===== config.mk =====
export PLATFORM = sky130hd
export DESIGN_NAME = fetch_sequencer
export DESIGN_NICKNAME = d
export VERILOG_FILES = /design/src/rtl/fetch_sequencer.sv
export SDC_FILE = /design/constraint.sdc
export NUM_CORES = 1
export LEC_CHECK = 0
export ABC_AREA = 1
export CORE_ASPECT_RATIO = 2
export CORE_MARGIN = 5
export CORE_UTILIZATION = 30
export DETAILED_ROUTE_END_ITERATION = 12
export PLACE_DENSITY = 0.52
export SYNTH_ARGS = -nofsm -noshare
export SYNTH_HDL_FRONTEND = slang
export SYNTH_SLANG_ARGS = --single-unit

===== constraint.sdc =====
create_clock -name clk -period 2.45 [get_ports clk]
set_clock_uncertainty 0.1 [all_clocks]
set_input_delay 0.49 -clock clk [delete_from_list [all_inputs] [get_ports clk]]
set_output_delay 0.49 -clock clk [all_outputs]
set_load 0.01 [all_outputs]

===== src/rtl/fetch_sequencer.sv =====
// ---------------------------------------------------------------------------
// fetch_sequencer
//
// Program-counter sequencer sitting between core-level control and the `top`
// datapath. It owns the `pc` register and issues one fetch address at a
// time. It then holds `pc` stable until the datapath reports that the issued
// instruction has finished (`exec_done`), and only then loads `newPC`. This
// closes the race where a free-running PC could advance before the previous
// instruction had executed.
//
// Parameters
//   PC_WIDTH      width of pc / newPC (at least 3)
//   RESET_PC      address used after reset and on every (re)start
//   EXEC_TIMEOUT  EXEC cycles allowed without exec_done before a fault (>= 1)
//
// Ports
//   clk          single clock, rising edge
//   rst          asynchronous, active-low reset
//   start        begin execution from RESET_PC (seen in IDLE / HALT only)
//   halt_req     stop after the current instruction retires
//   exec_done    datapath finished the issued instruction, newPC valid
//   newPC        next address computed by the datapath
//   pc           registered fetch address into the datapath
//   fetch_valid  one-cycle pulse: pc holds a new address to fetch
//   busy         high while issuing or executing
//   halted       high while stopped in HALT
//   fault        sticky error flag (timeout or misaligned target)
//   retired      saturating count of retired instructions
//
// Optional feature
//   FETCH_SEQ_ALIGN_CHECK_EN  when defined, a newPC with nonzero [1:0] on
//   exec_done raises fault and halts with pc and retired untouched. When
//   undefined, targets are silently word-aligned.
// ---------------------------------------------------------------------------
module fetch_sequencer #(
   parameter int                    PC_WIDTH     = 4,
   parameter logic [PC_WIDTH-1:0]   RESET_PC     = '0,
   parameter int                    EXEC_TIMEOUT = 15
) (
   input  logic                clk,
   input  logic                rst,
   input  logic                start,
   input  logic                halt_req,
   input  logic                exec_done,
   input  logic [PC_WIDTH-1:0] newPC,
   output logic [PC_WIDTH-1:0] pc,
   output logic                fetch_valid,
   output logic                busy,
   output logic                halted,
   output logic                fault,
   output logic [7:0]          retired
);

   // The counter must be able to hold EXEC_TIMEOUT-1, which is the value it
   // has during the last permitted EXEC cycle.
   localparam int CNT_W = (EXEC_TIMEOUT > 1) ? $clog2(EXEC_TIMEOUT) : 1;
   localparam logic [CNT_W-1:0] CNT_LAST = CNT_W'(EXEC_TIMEOUT - 1);

   // Clearing the two low address bits word-aligns a target address.
   localparam logic [PC_WIDTH-1:0] ALIGN_MASK = {{(PC_WIDTH-2){1'b1}}, 2'b00};

   typedef enum logic [1:0] {
      IDLE  = 2'd0,
      ISSUE = 2'd1,
      EXEC  = 2'd2,
      HALT  = 2'd3
   } state_t;

   state_t             state;
   state_t             state_next;
   logic [CNT_W-1:0]   exec_cnt;
   logic [PC_WIDTH-1:0] aligned_pc;
   logic               misalign;
   logic               in_exec;
   logic               accept;
   logic               bad_align;
   logic               timeout_hit;

   // Qualify the datapath handshake. exec_done only means something in EXEC.
   // A timeout is ignored if exec_done arrives in the same cycle, so the
   // instruction retires normally instead of faulting.
   always_comb begin
      aligned_pc = newPC & ALIGN_MASK;
`ifdef FETCH_SEQ_ALIGN_CHECK_EN
      misalign   = |newPC[1:0];
`else
      misalign   = 1'b0;
`endif
      in_exec     = (state == EXEC);
      accept      = in_exec && exec_done && !misalign;
      bad_align   = in_exec && exec_done && misalign;
      timeout_hit = in_exec && !exec_done && (exec_cnt == CNT_LAST);
   end

   // State register. Reset drops straight back to IDLE, which also aborts
   // any instruction that is still in flight.
   always_ff @(posedge clk or negedge rst) begin
      if (!rst) begin
         state <= IDLE;
      end else begin
         state <= state_next;
      end
   end

   // Next-state logic. start only matters in IDLE and HALT, and halt_req
   // only matters on the exec_done cycle. A misaligned target or a timeout
   // goes to HALT so that software has to restart explicitly.
   always_comb begin
      state_next = state;
      case (state)
         IDLE: begin
            if (start) begin
               state_next = ISSUE;
            end
         end
         ISSUE: begin
            state_next = EXEC;
         end
         EXEC: begin
            if (exec_done) begin
               if (misalign || halt_req) begin
                  state_next = HALT;
               end else begin
                  state_next = ISSUE;
               end
            end else if (timeout_hit) begin
               state_next = HALT;
            end
         end
         HALT: begin
            if (start) begin
               state_next = ISSUE;
            end
         end
         default: begin
            state_next = IDLE;
         end
      endcase
   end

   // Status outputs decode directly from the registered state, so they are
   // glitch-free and line up with the cycle the state is in.
   always_comb begin
      fetch_valid = (state == ISSUE);
      busy        = (state == ISSUE) || (state == EXEC);
      halted      = (state == HALT);
   end

   // Datapath registers: pc, retire counter, sticky fault and EXEC timeout
   // counter. pc changes only on an accepted exec_done or on a (re)start,
   // which is what keeps the fetch address stable while the datapath works.
   always_ff @(posedge clk or negedge rst) begin
      if (!rst) begin
         pc       <= RESET_PC;
         retired  <= 8'd0;
         fault    <= 1'b0;
         exec_cnt <= '0;
      end else begin
         case (state)
            IDLE: begin
               pc       <= RESET_PC;
               exec_cnt <= '0;
            end
            ISSUE: begin
               exec_cnt <= '0;
            end
            EXEC: begin
               if (accept) begin
                  pc       <= aligned_pc;
                  exec_cnt <= '0;
                  if (retired != 8'hFF) begin
                     retired <= retired + 8'd1;
                  end
               end else if (bad_align) begin
                  fault    <= 1'b1;
                  exec_cnt <= '0;
               end else if (timeout_hit) begin
                  fault    <= 1'b1;
                  exec_cnt <= '0;
               end else begin
                  exec_cnt <= exec_cnt + 1'b1;
               end
            end
            HALT: begin
               exec_cnt <= '0;
               if (start) begin
                  pc      <= RESET_PC;
                  retired <= 8'd0;
                  fault   <= 1'b0;
               end
            end
            default: begin
               exec_cnt <= '0;
            end
         endcase
      end
   end

endmodule


==> metrics.md <==
| Metric | Value |
|---|---|
| Number of port buffers | `20` |
| Pins over their slew limit | `0` |
| 1st-iter DRT viols | `13` |
| Die Y | `93.01 microns` |
| DR WL/cell | `12.20 microns` |
| Pre-Repair DR Iteration Count | `4` |
| DIE AREA | `4790 sq um` |
| Sequential share of power | `0.333` |
| Power Density | `1051 nW/um^2` |
| Ys Warns | `0` |
| Leak Pwr | `0.5937 nW` |
| Share of layout cells above drive strength 1 | `0.1027` |
| Vias per std cell | `4.798` |
| Final Non-Filler Cells | `178` |
| Core ar. | `3378 sq um` |
| Fillers | `347` |
| CP required | `1.86 ns` |
| Fin. Hold Viols | `0` |
| NetSw | `0.0005804 W` |
| Wire length on met3 | `103 microns` |
| Synthesized area | `1033 sq um` |
| Fin crit share | `0.9175` |
| Crit path DAT | `1.66 ns` |
| Sw Ratio | `0.4264` |
| Inst Count DP | `174` |
| Clock Path Buffers | `2` |
| Via count | `854` |
| Vias in the first global route | `837` |
| Site Rows | `30` |
| Hold-fix buffers, CTS | `0` |
| Clock slew seen by the registers of the worst setup and hold paths | `0.07 ns` |
| CP dominant cell by count | `inv_1` |
| IO Count | `25` |
| Cell Chain, Critical Path | `inv_1 > ha_1 > inv_1 > clkdlybuf4s50_1` |
| Top sig layer | `met4` |
| Area Overhead vs Synth | `25.30%` |
| Crit Path Class | `reg2out` |
| Max-cap violation count | `0` |
| Count of cell types in the netlist | `24` |
| VDD IR max | `just under 900 uV` |
| Crit path max fanout | `5` |
| Global Route Usage Sum | `0.1004` |
| Cells on Worst Hold Path | `2` |
| Critical path launch point type | `flop` |
| Yosys reg bits | `17` |
| ANT nets after route | `0` |
| Half-perimeter wire length after placement | `1.693 mm` |
| Total power | `0.001361 W` |
| CTS tree | `yes` |
| CTS resizes | `0` |
| Synth Instances | `124` |
| Clk pwr share | `0.152` |
| # setup viols final | `0` |
| Initial core utilization | `0.3059` |
| DIE WIDTH | `51.50 microns` |
| Post-CTS setup buffers | `0` |
| Crit. End Element | `output pin` |
| P_int | `0.0007808 W` |
| FF-to-FF path depth | `8` |
| Ant diodes | `0` |
| Final RePlAce weighted congestion | `0.8119` |
| H-tree levels | `1` |
| Residual DRC | `0` |
| Min-delay worst type | `reg2reg` |
| Minimum clock period after layout | `2.248 ns` |
| RSZ-0062 raised after global routing | `no` |
| Crit-path slowest cell | `clkdlybuf4s50_1` |
| Synth Area per Inst | `8.335 sq um` |
| Max stage delay on crit path | `approximately 0.54 ns` |
| Pin count of the biggest net entering global routing | `18` |
| TNS Setup | `0 ns` |
| Total Wirelength | `2.171 mm` |
| Highest clock rate | `444.9 MHz` |
| Cts bufs inserted | `3` |
| Metal-1 WL | `about 900 microns` |
| Sequential area share after synthesis | `0.4116` |
| Initial antenna violation count | `0` |
| Outcome | `complete, no violations` |
| First-pass GRT wire length | `3.691 mm` |
| Comb pwr share | `0.515` |
| Remaining Overflow, GRT | `0` |
| Clock root buffer | `clkbuf_8` |
| Layout Nets | `roughly 160` |
| Skew-Pair Late Insertion Delay | `0.25 ns` |
| Met2 routed WL | `1.109 mm` |
| TritonCTS Sinks | `17` |
-- critical path, delay by kind of cell (launching register included) --
kind | cells | cell delay [ns]
buf+inv | 3 | 0.71
flops | 1 | 0.42
fa+ha+maj | 1 | 0.29
-- state kept, by name, indices dropped and copies added (netlist names) --
register,cells
retired,8
exec_cnt,4
pc,2
state,2
fault,1
-- placed cells by master, fill, tap and decap left out --
master | netlist | layout
nor2_2 | 1 | 1
nor2_1 | 10 | 10
conb_1 | 1 | 2
o22ai_1 | 1 | 1
nand2_2 | 1 | 1
inv_1 | 15 | 15
clkdlybuf4s50_1 | 0 | 20
nand3_2 | 1 | 1
nor2_4 | 1 | 1
nand3_1 | 12 | 12
o211ai_1 | 1 | 1
o21ai_2 | 6 | 6
o21ai_1 | 5 | 5
buf_4 | 2 | 1
xor2_1 | 2 | 2
nand2_4 | 1 | 1
nand2_1 | 28 | 28
clkbuf_8 | 0 | 3
o21bai_1 | 3 | 3
o21ai_0 | 4 | 4
a21oi_1 | 1 | 1
xnor2_1 | 1 | 1
ha_1 | 8 | 8
clkbuf_1 | 0 | 1
dfrtp_1 | 17 | 17
-- routing by layer --
metal  global-route usage  up-vias
li1                     -      436
met1               0.1095      389
met3              0.02392        6
met5                    0        -
met4              0.04814        0
met2               0.1755       23
-- power by group through the flow --
stage / Clock, W / Sequential, W / Combinational, W
4_1_cts: 0.000220 / 0.000454 / 0.000719
3_5_place_dp: 0 / 0.000457 / 0.000717
2_1_floorplan: 0 / 0.000462 / 0.000468
6_report: 0.000207 / 0.000453 / 0.000700
3_3_place_gp: 0 / 0.000453 / 0.000705
5_1_grt: 0.000233 / 0.000472 / 0.000792
-- kinds of logic (layout without fill, tap and decap cells) --
logic type	after synthesis	count (layout)	share of synthesized area
compound gates	21	21	0.1344
fa+ha+maj	8	8	0.09686
flops	17	17	0.4116
xor+xnor	3	3	0.02543
other cells	1	2	0.003628
buf+inv	19	40	0.08836
simple gates	55	55	0.2397
-- cells in the mapped netlist --
master    number  area share
o21ai_2        6       0.051
nand3_1       12       0.058
inv_1         15       0.054
a21oi_1        1      0.0048
dfrtp_1       17        0.41
o22ai_1        1      0.0061
o21ai_0        4       0.019
nand3_2        1      0.0097
ha_1           8       0.097
nand2_2        1      0.0061
nand2_4        1       0.011
nor2_1        10       0.036
xor2_1         2       0.017
xnor2_1        1      0.0085
nand2_1       28        0.10
conb_1         1      0.0036
o211ai_1       1      0.0073
buf_8          1       0.015
buf_2          1      0.0048
buf_4          2       0.015
o21bai_1       3       0.022
o21ai_1        5       0.024
nor2_4         1       0.011
nor2_2         1      0.0061
-- cell type report --
type | count | area, sq um | share of cell area
Clock buffer | 4 | 45.04 | 0.03478
Multi-Input combinational cell | 89 | 520.5 | 0.4019
Tap cell | 32 | 40.04 | 0.03092
Inverter | 15 | 56.30 | 0.04348
Timing Repair Buffer | 21 | 207.7 | 0.1604
Sequential cell | 17 | 425.4 | 0.3285
-- worst paths after layout --
check,from,end,slack [ns]
max,state[0],busy,0.20
min,fault,fault,0.40
max reg2reg,state[0],retired[3],0.73
min reg2reg,fault,fault,0.40
max in group asynchronous,rst,exec_cnt[3],1.58
min in group asynchronous,rst,retired[6],0.47
-- stage by stage --
stage / utilization / hold WS, ns / setup WS, ns / instance area, sq um
2_1_floorplan: - / 0.09441 / 0.8068 / 1037
3_3_place_gp: 0.3700 / 0.3727 / 0.4588 / 1250
3_5_place_dp: 0.3700 / 0.3835 / 0.4713 / 1250
4_1_cts: 0.3833 / 0.4118 / 0.1804 / 1295
5_1_grt: 0.3833 / 0.4475 / 0.05955 / 1295
6_report: 0.3833 / 0.4042 / 0.2022 / 1295
No activity file was read; power rests on OpenSTA's default activity.
